<file path="src/rtl/rx_pipe.sv">
// 8N1 UART receiver feeding a first-word-fall-through byte FIFO.
// Framing errors and overruns latch a sticky error flag until reset.
module rx_pipe #(
   parameter int CLK_FREQ = 12_000_000,
   parameter int BAUD     = 9_600,
   parameter int DEPTH    = 16
) (
   input  logic       clk,
   input  logic       rst_n,
   input  logic       rx,
   input  logic       pop_front,
   output logic [7:0] data_out,
   output logic       empty,
   output logic       full,
   output logic       error
);

   localparam int CLKS_PER_BIT = CLK_FREQ / BAUD;
   localparam int CNT_W        = $clog2(CLKS_PER_BIT);
   localparam int PTR_W        = $clog2(DEPTH);

   localparam logic [CNT_W-1:0] HALF_LOAD = CNT_W'(CLKS_PER_BIT / 2 - 1);
   localparam logic [CNT_W-1:0] FULL_LOAD = CNT_W'(CLKS_PER_BIT - 1);
   localparam logic [CNT_W-1:0] CNT_ONE   = CNT_W'(1);
   localparam logic [PTR_W-1:0] PTR_ONE   = PTR_W'(1);
   localparam logic [PTR_W:0]   COUNT_ONE = (PTR_W + 1)'(1);
   localparam logic [PTR_W:0]   COUNT_MAX = (PTR_W + 1)'(DEPTH);

   typedef enum logic [2:0] {IDLE, START, DATA, STOP, WAIT_IDLE} state_t;

   state_t           state;
   logic [CNT_W-1:0] cnt;
   logic [2:0]       bit_idx;
   logic [7:0]       shreg;
   logic             rx_p0;
   logic             rx_p1;
   logic             rx_s;
   logic             expire;
   logic             can_accept;
   logic             push;
   logic             pop_ok;

   logic [7:0]       mem [DEPTH];
   logic [PTR_W-1:0] wr_ptr;
   logic [PTR_W-1:0] rd_ptr;
   logic [PTR_W:0]   count;

   // Synchronizer stage boundary: two flops, idle-high after reset
   always_ff @(posedge clk or negedge rst_n) begin
      if (!rst_n) begin
         rx_p0 <= 1'b1;
         rx_p1 <= 1'b1;
      end else begin
         rx_p0 <= rx;
         rx_p1 <= rx_p0;
      end
   end

   assign rx_s       = rx_p1;
   assign expire     = (cnt == '0);
   assign can_accept = !full || pop_front;
   assign push       = (state == STOP) && expire && rx_s && can_accept;
   assign pop_ok     = pop_front && !empty;

   always_ff @(posedge clk or negedge rst_n) begin
      if (!rst_n) begin
         state   <= IDLE;
         cnt     <= '0;
         bit_idx <= '0;
         error   <= 1'b0;
      end else begin
         case (state)
            IDLE: begin
               if (!rx_s) begin
                  cnt   <= HALF_LOAD;
                  state <= START;
               end
            end
            START: begin
               if (!expire) begin
                  cnt <= cnt - CNT_ONE;
               end else if (rx_s) begin
                  state <= IDLE;
               end else begin
                  cnt     <= FULL_LOAD;
                  bit_idx <= '0;
                  state   <= DATA;
               end
            end
            DATA: begin
               if (!expire) begin
                  cnt <= cnt - CNT_ONE;
               end else begin
                  cnt     <= FULL_LOAD;
                  bit_idx <= bit_idx + 3'd1;
                  if (bit_idx == 3'd7) state <= STOP;
               end
            end
            STOP: begin
               if (!expire) begin
                  cnt <= cnt - CNT_ONE;
               end else if (rx_s) begin
                  if (!can_accept) error <= 1'b1;
                  state <= IDLE;
               end else begin
                  error <= 1'b1;
                  state <= WAIT_IDLE;
               end
            end
            WAIT_IDLE: begin
               if (rx_s) state <= IDLE;
            end
            default: state <= IDLE;
         endcase
      end
   end

   // Shift register holds data only, so it carries no reset
   always_ff @(posedge clk) begin
      if (state == DATA && expire) shreg <= {rx_s, shreg[7:1]};
   end

   always_ff @(posedge clk) begin
      if (push) mem[wr_ptr] <= shreg;
   end

   always_ff @(posedge clk or negedge rst_n) begin
      if (!rst_n) begin
         wr_ptr <= '0;
         rd_ptr <= '0;
         count  <= '0;
      end else begin
         if (push)   wr_ptr <= wr_ptr + PTR_ONE;
         if (pop_ok) rd_ptr <= rd_ptr + PTR_ONE;
         case ({push, pop_ok})
            2'b10:   count <= count + COUNT_ONE;
            2'b01:   count <= count - COUNT_ONE;
            default: count <= count;
         endcase
      end
   end

   assign empty = (count == '0);
   assign full  = (count == COUNT_MAX);
   // Head forced to zero while empty so the output is defined without clearing storage
   assign data_out = empty ? 8'h00 : mem[rd_ptr];

endmodule
</file>
<file path="config.mk">
export PLATFORM = sky130hd
export DESIGN_NAME = rx_pipe
export DESIGN_NICKNAME = d
export VERILOG_FILES = /design/src/rtl/rx_pipe.sv
export SDC_FILE = /design/constraint.sdc
export NUM_CORES = 1
export LEC_CHECK = 0
export ABC_CLOCK_PERIOD_IN_PS = 7220
export CORE_MARGIN = 2
export CORE_UTILIZATION = 64
export DETAILED_ROUTE_END_ITERATION = 8
export PLACE_DENSITY = 0.88
export SYNTH_ARGS = -nofsm -noshare
export SYNTH_HDL_FRONTEND = slang
export SYNTH_SLANG_ARGS = --single-unit
</file>
<file path="constraint.sdc">
create_clock -name clk -period 7.22 [get_ports clk]
set_input_delay 2.166 -clock clk [delete_from_list [all_inputs] [get_ports clk]]
set_output_delay 2.166 -clock clk [all_outputs]
set_load 0.01 [all_outputs]
</file>
==> PnR_summary.wiki, run 1 <==
{| class="wikitable"
! Metric !! Value
|-
| Status || completed
|-
| Pre-CTS WS || 2.11 ns
|-
| Boundary Pins || 15
|-
| Cell type with the highest aggregate area in the netlist || edfxtp_1
|-
| Number of enable-type register cells in the synthesized netlist || 136
|-
| Count of pins over their slew limit || 0
|-
| Antenna violations before repair || 0
|-
| Routed length on met2 || 8410 um
|-
| Post_cts resized || 0
|-
| Data arrival, critical path || 3.47 ns
|-
| Netlist area before placement || 7130 um2
|-
| DRC violations left || 0
|-
| Worst Skew || 0.0102 ns
|-
| Final critical-path share of the clock period || 0.780
|-
| GRT overflow || 0
|-
| Nature of the critical path startpoint || register
|-
| Worst-path clk slew || 0.06 ns
|-
| Global placer's final weighted congestion || 0.826
|-
| Setup slack of the critical path after layout || 1.59 ns
|-
| Clock Sink Count || 169
|-
| Commonest cells in the synthesized netlist || 136 x edfxtp_1, 40 x mux4_2, 31 x dfrtp_1
|-
| Setup tns final || 0 ns
|-
| H-tree depth || 4
|-
| Length of routed wiring on met1 || 5920 um
|-
| Tot Pwr || 2.65 mW
|-
| DP Wirelength || 9140 um
|-
| # rows || 38
|-
| Setup CP Type || reg2out
|-
| Max Cap Viol || 0
|-
| Topmost layer with routed signal wires || met4
|-
| Setup slack, reg-to-reg || 3.77 ns
|-
| Chip width || 110 um
|-
| DRT iter0 DRCs || 619
|-
| Antenna Diode Count || 0
|-
| Port bufs || 14
|-
| Cell with the most instances after synthesis || edfxtp_1
|-
| Transition time at the pin with the least slew margin || 1.18 ns
|-
| Master cell of the clock root buffer || clkbuf_8
|-
| Number of hold buffers added after CTS || 0
|-
| Type of the worst min-delay path || reg2reg
|-
| Crit-path max FO || 19
|-
| Clock latency on the worst-skew pair || 0.54 ns
|-
| Standard cell area after detailed placement || 7390 um2
|-
| Mean routed wirelength per cell || 27.4 um
|-
| Chip height || 110 um
|-
| Global-route wire length before repair || 24300 um
|-
| Register bit count reported by yosys || 169
|-
| Setup repair after global routing missed its margin || false
|-
| Area added between synthesis and finish || 11.2%
|-
| Ratio of cells with drive above 1 in the final layout || 0.200
|-
| Initial core utilization || 0.658
|-
| Max-slew headroom at the worst pin || 0.210
|-
| Number of iterations in the first detailed-routing pass || 5
|-
| Leak || 2.69 nW
|-
| Final count of hold timing violations || 0
|-
| Vias after detailed routing || 3969
|-
| Share of synthesized registers carrying an async set or reset || 0.195
|-
| Yosys warns || 0
|-
| Number of nets still failing antenna checks after routing || 0
|-
| Area of combinational cells with multiple inputs || 2110 um2
|-
| Total die area || 12000 um2
|-
| Vias per inst || 6.80
|-
| Number of fillers in the final layout || 590
|-
| Length of routed met3 wiring || 1300 um
|-
| Number of nets in the final layout || 449
|-
| Sequential share of the synthesized area || 0.689
|-
| Data required time at the worst endpoint || 5.05 ns
|-
| Clock buffer count from CTS || 17
|-
| Timing-limited maximum frequency || 178 MHz
|-
| Post-CTS repair timing setup buffer count || 0
|-
| Final setup violation count || 0
|-
| Area of all sequential standard cells || 4910 um2
|-
| Post-Synthesis Cells || 421
|-
| Power Density || 334 nW/um2
|-
| Critical path capture point type || output port
|-
| Number of library cell types mapped by synthesis || 51
|-
| Fraction of post-synthesis cell area in the top cell type by area || 0.572
|-
| Via count of the first global-routing pass || 3947
|-
| CTS tree || built
|-
| Pin count of the biggest net entering global routing || 36
|-
| Worst supply voltage drop on vdd || 247 uV
|-
| Final wirelength || 16000 um
|-
| Final standard cell count with taps included and fillers excluded || 584
|-
| Post-synth net total || 438
|-
| Placeable core area || 10800 um2
|-
| Worst-case clock buffer depth || 2
|-
| Main area contributors after synthesis || edfxtp_1 57%, mux4_2 13%, dfrtp_1 11%
|-
| Minimum clock period || 5.63 ns
|-
| Final design instance area without fill || 7940 um2
|-
| Primary flip-flop cell chosen by synthesis mapping || edfxtp_1
|-
| Number of cells after detailed placement || 553
|-
| Mean area per synthesized cell || 16.9 um2
|-
| Total global routing track utilization || 0.292
|}
## layout by cell type, fill, tap and decap left out, drive strengths merged, types with 3 or more instances in the layout
master and count:
nand2 20, nand2b 3, a21oi 10, nor2b 14
clkinv 4, clkinvlp 5, o21ai 16, dfrtp 31
mux2i 3, nor4 5, edfxtp 136, inv 10
xnor2 9, xor2 5, mux4 40, nand3 4
nor2 29, clkbuf 19, nor3 11, o22ai 3
ha 13, clkdlybuf4s50 14
## path summary, 6_finish.rpt
kind / start / endpoint / cells after the start
max: rd_ptr[0]$_DFFE_PN0P_ / data_out[1] / 5
min: rx_p0$_DFF_PN1_ / rx_p1$_DFF_PN1_ / 0
max reg2reg: cnt[2]$_DFFE_PN0P_ / count[4]$_DFFE_PN0P_ / 12
min reg2reg: rx_p0$_DFF_PN1_ / rx_p1$_DFF_PN1_ / 0
max in group asynchronous: rst_n / rx_p0$_DFF_PN1_ / 2
min in group asynchronous: rst_n / rd_ptr[2]$_DFFE_PN0P_ / 2
## logic make-up after synthesis
| logic type | synth area share |
|---|---|
| fa+ha+maj | 0.0228 |
| compound gates | 0.0468 |
| flops | 0.689 |
| simple gates | 0.0723 |
| buf+inv | 0.0188 |
| xor+xnor | 0.0172 |
| mux | 0.134 |
## layout make-up
| type | instances | area share |
|---|---|---|
| repair buffers | 16 | 0.0195 |
| flip-flops and latches | 169 | 0.619 |
| clock buffers | 19 | 0.0531 |
| multi-input cells | 219 | 0.266 |
| well taps | 140 | 0.0221 |
| clock inverters | 12 | 0.0161 |
| inverters | 9 | 0.00426 |
## where the power goes
| group | total (mW) | internal, mW | switching, mW | leakage, nW |
|---|---|---|---|---|
| Clock | 0.855 | 0.488 | 0.367 | 0.251 |
| Sequential | 1.19 | 1.07 | 0.127 | 1.63 |
| Combinational | 0.605 | 0.381 | 0.224 | 0.806 |
| Total | 2.65 | 1.94 | 0.717 | 2.69 |
## metrics by stage
| stage | hold slack [ns] | util |
|---|---|---|
| 2_1_floorplan | 0.345 | - |
| 6_report | 0.357 | 0.732 |
| 3_3_place_gp | 0.349 | 0.681 |
| 3_5_place_dp | 0.350 | 0.681 |
| 5_1_grt | 0.362 | 0.732 |
| 4_1_cts | 0.360 | 0.732 |
## flip-flops by register name, indices dropped and copies added (netlist names)
name     count
wr_ptr       4
mem        128
shreg        8
rx_p1        1
rd_ptr       4
bit_idx      3
state        3
cnt         11
error        1
rx_p0        1
count        5
## critical path: stages (launching register included)
cell             delay (ns)
dfrtp_2                0.72
buf_4                  0.46
mux4_2                 0.58
mux4_2                 0.51
nor2b_1                0.15
clkdlybuf4s50_1        0.49
## metal layers
metal,GRT usage,vias up
met5,0,-
met4,0.111,0
li1,-,1661
met2,0.475,267
met3,0.0682,36
met1,0.390,2005
No activity file was read; power rests on OpenSTA's default activity.
==> run 2, diff against run 1 <==
ABC_CLOCK_PERIOD_IN_PS = 5800   (was 7220)
CORE_UTILIZATION = 62   (was 64)
PLACE_DENSITY = 0.86   (was 0.88)
clock period = 5.8 ns   (was 7.22 ns; I/O delays follow)
==> run 2 against run 1 <==
  * Sequential power up 23%
  * Total power up 28%
  * Register-to-register slack worse by 1.6 ns
  * Flip-flop and latch count unchanged
  * Die area up 3.1%
  * Clock skew down 0.00088 ns
  * Cell count up 0.86%
  * First-iteration DRC count down 23%
  * Count of clock-buffer cells in the layout down 2
  * Critical endpoint is now data_out[5]
==> PnR_summary.wiki, run 2 (synthesized netlist as in run 1, its figures left out) <==
{| class="wikitable"
! Metric !! Value
|-
| Clock group share of total power || 0.339 (+0.017)
|-
| Global-route wire length before repair || 23400 um (-3.6%)
|-
| CTS tree || built
|-
| GRT overflow || 0 (unchanged)
|-
| Final count of hold timing violations || 0 (unchanged)
|-
| Chip height || 111 um (+1.5%)
|-
| H-tree depth || 4 (unchanged)
|-
| Min-Delay Endpoint || rx_p1$_DFF_PN1_
|-
| Data required time at the worst endpoint || 4.06 ns (-0.99 ns)
|-
| Timing-limited maximum frequency || 203 MHz
|-
| Minimum clock period || 4.93 ns
|-
| Register with the most flip-flops || mem
|-
| Final critical-path share of the clock period || 0.850
|-
| Nature of the critical path startpoint || register
|-
| Pin count of the biggest net entering global routing || 34 (-5.6%)
|-
| Clock buffer count from CTS || 17 (unchanged)
|-
| Max-slew headroom at the worst pin || 0.234 (+0.0238)
|-
| Post-CTS repair timing setup buffer count || 0 (unchanged)
|-
| Commonest non-fill, non-tap cell in the layout || edfxtp_1
|-
| Setup tns final || 0 ns (unchanged)
|-
| Max reg flops || 128 (unchanged)
|-
| Master cell of the clock root buffer || clkbuf_16
|-
| Number of cells after detailed placement || 557 (+0.72%)
|-
| Antenna Diode Count || 0 (unchanged)
|-
| Max Cap Viol || 0 (unchanged)
|-
| Setup CP Type || reg2out
|-
| Leak || 2.74 nW (+1.9%)
|-
| Mean routed wirelength per cell || 25.4 um (-7.4%)
|-
| Sequential share of power || 0.432 (-0.018)
|-
| Critical path capture point type || output port
|-
| Number of iterations in the first detailed-routing pass || 5 (unchanged)
|-
| Worst-path clk slew || 0.07 ns (about the same)
|-
| Fin util || 0.707 (-0.0248)
|-
| Terminus of the critical flop-to-flop path || count[4]$_DFFE_PN0P_
|-
| Total global routing track utilization || 0.262 (-0.0302)
|-
| Boundary Pins || 15 (unchanged)
|-
| Global placer's final weighted congestion || 0.811 (-1.8%)
|-
| Via count of the first global-routing pass || 3998 (+1.3%)
|-
| Area of all sequential standard cells || 4910 um2 (about the same)
|-
| DP Wirelength || 8590 um (-6.0%)
|-
| Final design instance area without fill || 8010 um2 (+0.90%)
|-
| Total die area || 12400 um2 (+3.1%)
|-
| Number of nets in the final layout || 450 (+0.22%)
|-
| Worst Skew || 0.00934 ns (-0.000878 ns)
|-
| Final wirelength || 15000 um (-6.6%)
|-
| Clock Sink Count || 169 (unchanged)
|-
| Highest-count cells in the layout ignoring fill and taps || 136 x edfxtp_1, 40 x mux4_2, 30 x dfrtp_1, 28 x nor2_1, 20 x nand2_1
|-
| Number of fillers in the final layout || 661 (+12%)
|-
| Area added between synthesis and finish || 12.2%
|-
| Antenna violations before repair || 0 (unchanged)
|-
| Count of pins over their slew limit || 0 (unchanged)
|-
| Worst hold start || rx_p0$_DFF_PN1_
|-
| Area of combinational cells with multiple inputs || 2110 um2 (unchanged)
|-
| Setup repair after global routing missed its margin || false
|-
| Final standard cell count with taps included and fillers excluded || 589 (+0.86%)
|-
| Final setup violation count || 0 (unchanged)
|-
| Clock latency on the worst-skew pair || 0.44 ns (-0.10 ns)
|-
| Standard cell area after detailed placement || 7410 um2 (+0.30%)
|-
| Chip width || 111 um (+1.5%)
|-
| Post_cts resized || 0 (unchanged)
|-
| Transition time at the pin with the least slew margin || 1.14 ns (-0.0356 ns)
|-
| Number of hold buffers added after CTS || 0 (unchanged)
|-
| Startpoint of the worst register-to-register path || cnt[2]$_DFFE_PN0P_
|-
| Vias after detailed routing || 3866 (-2.6%)
|-
| Worst supply voltage drop on vdd || 351 uV (+42%)
|-
| Gate power share || 0.229 (about the same)
|-
| Placeable core area || 11300 um2 (+4.4%)
|-
| Port bufs || 14 (unchanged)
|-
| Number of nets still failing antenna checks after routing || 0 (unchanged)
|-
| Switching Share || 0.266 (-0.00448)
|-
| Status || completed
|-
| Cells on worst reg2reg path || 12 (unchanged)
|-
| Initial core utilization || 0.630 (-0.0279)
|-
| DRT iter0 DRCs || 477 (-23%)
|-
| Registers with the highest flip-flop counts || mem: 128 flops, cnt: 11 flops, shreg: 8 flops
|-
| Crit-path max FO || 21 (+2)
|-
| Number of cells traversed by the worst hold path || 0 (unchanged)
|-
| Setup slack, reg-to-reg || 2.16 ns (-1.61 ns)
|-
| # rows || 39 (+2.6%)
|-
| Ratio of cells with drive above 1 in the final layout || 0.206 (+0.00583)
|-
| Worst-case clock buffer depth || 2 (unchanged)
|-
| Pint || 2.49 mW (+29%)
|-
| Net Sw Power || 0.901 mW (+26%)
|-
| DRC violations left || 0 (unchanged)
|-
| Data arrival, critical path || 3.19 ns (-0.28 ns)
|-
| Type of the worst min-delay path || reg2reg
|-
| Vias per inst || 6.56 (-3.4%)
|-
| Power Density || 423 nW/um2 (+27%)
|}
## run 2: power groups by stage
stage               combinational (mW)  sequential (mW)  clock, mW
global route                     0.824             1.48       1.19
detailed placement               0.755             1.49          0
CTS                              0.786             1.47       1.15
finish                           0.777             1.46       1.15
floorplan                        0.615             1.37          0
global placement                 0.730             1.48          0
## run 2: layout make-up
cell class | count | area share
tap | 143 | 0.0223
multi-input combinational | 219 | 0.263
clock buffer | 17 | 0.0531
timing repair buffer | 17 | 0.0219
clock inverter | 15 | 0.0216
inverter | 9 | 0.00422
sequential | 169 | 0.614
## run 2: routing by layer
| metal | track usage | up-vias | part of all wire |
|---|---|---|---|
| met2 | 0.418 | 198 | 0.51 |
| met4 | 0.0856 | 0 | 0.019 |
| met1 | 0.354 | 1970 | 0.39 |
| met5 | 0 | - | 0 |
| met3 | 0.0771 | 28 | 0.077 |
| li1 | - | 1670 | - |
## run 2: stage by stage
| stage | total power, mW | setup slack, ns | hold slack [ns] |
|---|---|---|---|
| 2_1_floorplan | 1.99 | 2.11 | 0.345 |
| 3_3_place_gp | 2.21 | 1.38 | 0.346 |
| 3_5_place_dp | 2.24 | 1.34 | 0.349 |
| 4_1_cts | 3.40 | 0.807 | 0.353 |
| 5_1_grt | 3.50 | 0.716 | 0.358 |
| 6_report | 3.39 | 0.870 | 0.351 |
## run 2: critical path: stages, from the launching register on
cell	delay, ns
dfrtp_1	0.81
buf_4	0.42
mux4_2	0.38
mux4_2	0.47
nor2b_1	0.16
clkdlybuf4s50_1	0.51
## run 2: worst max-delay path by stage
stage,start,to,slack [ns],cells past startpoint
2_1_floorplan,rd_ptr[0]$_DFFE_PN0P_,data_out[0],2.11,5
3_5_place_dp,rd_ptr[0]$_DFFE_PN0P_,data_out[2],1.34,5
5_1_grt,rd_ptr[0]$_DFFE_PN0P_,data_out[2],0.72,5
4_1_cts,rd_ptr[0]$_DFFE_PN0P_,data_out[2],0.81,5
6_report,rd_ptr[1]$_DFFE_PN0P_,data_out[5],0.87,5
3_3_place_gp,rd_ptr[0]$_DFFE_PN0P_,data_out[6],1.38,5
==> run 3, diff against run 2 <==
ABC_CLOCK_PERIOD_IN_PS = 4100   (was 5800)
CORE_UTILIZATION = 56   (was 62)
PLACE_DENSITY = 0.82   (was 0.86)
clock period = 4.1 ns   (was 5.8 ns; I/O delays follow)
==> run 3 against run 2 <==
  * Global-route usage down 4.8 points
  * Total power grew 37%
  * Worst hold slack gained 0.0037 ns
  * Flip-flop and latch count stayed put
  * Cell count increased by 6.8%
  * Clock skew grew 0.00076 ns
  * Core utilization down 6.2 points
  * Wire length down 7.8%
  * Sequential power up 36%
  * Clock power grew 23%
  * Critical path type unchanged
  * Critical endpoint is now data_out[4]
==> PnR_summary.wiki, run 3 (synthesized netlist as in run 1, its figures left out) <==
{| class="wikitable"
! Metric !! Value
|-
| Antenna Diode Count || 0 (unchanged)
|-
| Post-CTS repair timing setup buffer count || 0 (unchanged)
|-
| Minimum clock period || 3.98 ns
|-
| Setup repair after global routing missed its margin || false
|-
| Setup slack of the critical path after layout || 0.122 ns (-0.748 ns)
|-
| Via count of the first global-routing pass || 3730 (-6.7%)
|-
| Registers with the highest flip-flop counts || mem: 128 flops, cnt: 11 flops, shreg: 8 flops
|-
| Ratio of cells with drive above 1 in the final layout || 0.208 (+0.00160)
|-
| Data arrival, critical path || 2.75 ns (-0.44 ns)
|-
| Setup tns final || 0 ns (unchanged)
|-
| CTS tree || built
|-
| Post_cts resized || 0 (unchanged)
|-
| Tot Pwr || 4.63 mW (+37%)
|-
| GRT overflow || 0 (unchanged)
|-
| Transition time at the pin with the least slew margin || 0.889 ns (-0.256 ns)
|-
| Worst-path clk slew || 0.06 ns (about the same)
|-
| Port bufs || 14 (unchanged)
|-
| Clock buffer count from CTS || 17 (unchanged)
|-
| Crit path launch || rd_ptr[0]$_DFFE_PN0P_
|-
| Type of the worst min-delay path || reg2reg
|-
| Chip height || 117 um (+5.0%)
|-
| Status || completed
|-
| Max Cap Viol || 0 (unchanged)
|-
| Final critical-path share of the clock period || 0.970
|-
| Worst supply voltage drop on vdd || 296 uV (-16%)
|-
| H-tree depth || 4 (unchanged)
|-
| Data required time at the worst endpoint || 2.87 ns (-1.19 ns)
|-
| Vias per inst || 5.94 (-9.4%)
|-
| Placeable core area || 12500 um2 (+11%)
|-
| Critical path capture point type || output port
|-
| Vias after detailed routing || 3739 (-3.3%)
|-
| Number of nets still failing antenna checks after routing || 0 (unchanged)
|-
| Pin count of the biggest net entering global routing || 36 (+5.9%)
|-
| Timing-limited maximum frequency || 251 MHz
|-
| DRC violations left || 0 (unchanged)
|-
| Count of pins over their slew limit || 0 (unchanged)
|-
| Final count of hold timing violations || 0 (unchanged)
|-
| Crit-path max FO || 17 (-19%)
|-
| Initial core utilization || 0.570 (-0.0602)
|-
| Power Density || 574 nW/um2 (+35%)
|-
| Worst Skew || 0.0101 ns (+0.000756 ns)
|-
| # rows || 41 (+5.1%)
|-
| Clock latency on the worst-skew pair || 0.43 ns (about the same)
|-
| Max reg flops || 128 (unchanged)
|-
| Setup CP Type || reg2out
|-
| Global placer's final weighted congestion || 0.787 (-3.0%)
|-
| Worst hold start || rx_p0$_DFF_PN1_
|-
| Startpoint of the worst register-to-register path || cnt[3]$_DFFE_PN0P_
|-
| Nature of the critical path startpoint || register
|-
| Highest-count cells in the layout ignoring fill and taps || 136 x edfxtp_1, 40 x mux4_2, 30 x dfrtp_1, 28 x nor2_1, 20 x nand2_1
|-
| Total die area || 13700 um2 (+10%)
|-
| Register with the most flip-flops || mem
|-
| Max-slew headroom at the worst pin || 0.403 (+0.169)
|-
| Global-route wire length before repair || 20700 um (-11%)
|-
| Mean routed wirelength per cell || 21.9 um (-14%)
|-
| Clock Sink Count || 169 (unchanged)
|-
| Antenna violations before repair || 0 (unchanged)
|-
| Number of nets in the final layout || 464 (+3.1%)
|-
| Chip width || 117 um (+5.0%)
|-
| Area added between synthesis and finish || 13.2%
|-
| DP Wirelength || 8270 um (-3.7%)
|-
| Final setup violation count || 0 (unchanged)
|-
| Boundary Pins || 15 (unchanged)
|-
| Commonest non-fill, non-tap cell in the layout || edfxtp_1
|-
| Master cell of the clock root buffer || clkbuf_16
|-
| Worst-case clock buffer depth || 2 (unchanged)
|-
| Pre-CTS WS || 0.305 ns (-1.03 ns)
|-
| DRT iter0 DRCs || 374 (-22%)
|-
| Final wirelength || 13800 um (-7.8%)
|-
| Leak || 2.76 nW (+0.56%)
|-
| Number of iterations in the first detailed-routing pass || 5 (unchanged)
|-
| Number of hold buffers added after CTS || 0 (unchanged)
|-
| Total global routing track utilization || 0.214 (-0.0483)
|-
| Min Hold Slack || 0.355 ns (+0.00374 ns)
|}
[run 3: changes by cell type in the layout (fill, tap and decap cells not counted), moves of 3 or more]
cell,delta
buf_4,+12
nor3_1,+4
nor3_2,-4
inv_6,-3
[run 3: path summary, 6_finish.rpt]
| kind | cells past startpoint | end | slack, ns |
|---|---|---|---|
| max | 5 | data_out[4] | 0.12 |
| max reg2reg | 12 | count[4]$_DFFE_PN0P_ | 0.73 |
| min in group asynchronous | 2 | cnt[0]$_DFFE_PN0P_ | 1.21 |
| max in group asynchronous | 2 | rd_ptr[0]$_DFFE_PN0P_ | 2.55 |
| min | 0 | rx_p1$_DFF_PN1_ | 0.36 |
| min reg2reg | 0 | rx_p1$_DFF_PN1_ | 0.36 |
[run 3: area by class of cell]
| cell class | count | area [um2] |
|---|---|---|
| repair buffers | 31 | 310 |
| fillers | 843 | 4440 |
| clock inverters | 10 | 81.3 |
| multi-input cells | 219 | 2090 |
| well taps | 172 | 215 |
| clock buffers | 19 | 433 |
| inverters | 9 | 33.8 |
| flip-flops and latches | 169 | 4910 |
[run 3: metal layers]
layer	vias to the layer above	share of wire	GRT usage
met2	108	0.53	0.356
li1	1688	-	-
met4	0	0.014	0.0792
met5	-	0	0
met1	1925	0.41	0.272
met3	18	0.049	0.0592
[run 3: stage by stage]
step / std cells / area (um2) / util
after floorplan: 421 / 7130 / -
final: 629 / 8080 / 0.645
after detailed placement: 599 / 7540 / 0.602
after CTS: 628 / 8050 / 0.643
after global routing: 629 / 8080 / 0.645
after global placement: 599 / 7540 / 0.602
[run 3: critical path, stage by stage (launching register included)]
cell,delay (ns)
dfrtp_2,0.42
clkbuf_16,0.23
mux4_2,0.54
mux4_2,0.48
nor2b_1,0.16
clkdlybuf4s50_1,0.49
[run 3: where the power goes]
group | switching [mW] | internal, mW | leakage (nW) | total (mW)
logic | 0.503 | 0.721 | 0.882 | 1.22
registers | 0.107 | 1.88 | 1.63 | 1.99
clock network | 0.604 | 0.815 | 0.241 | 1.42
total | 1.21 | 3.42 | 2.76 | 4.63
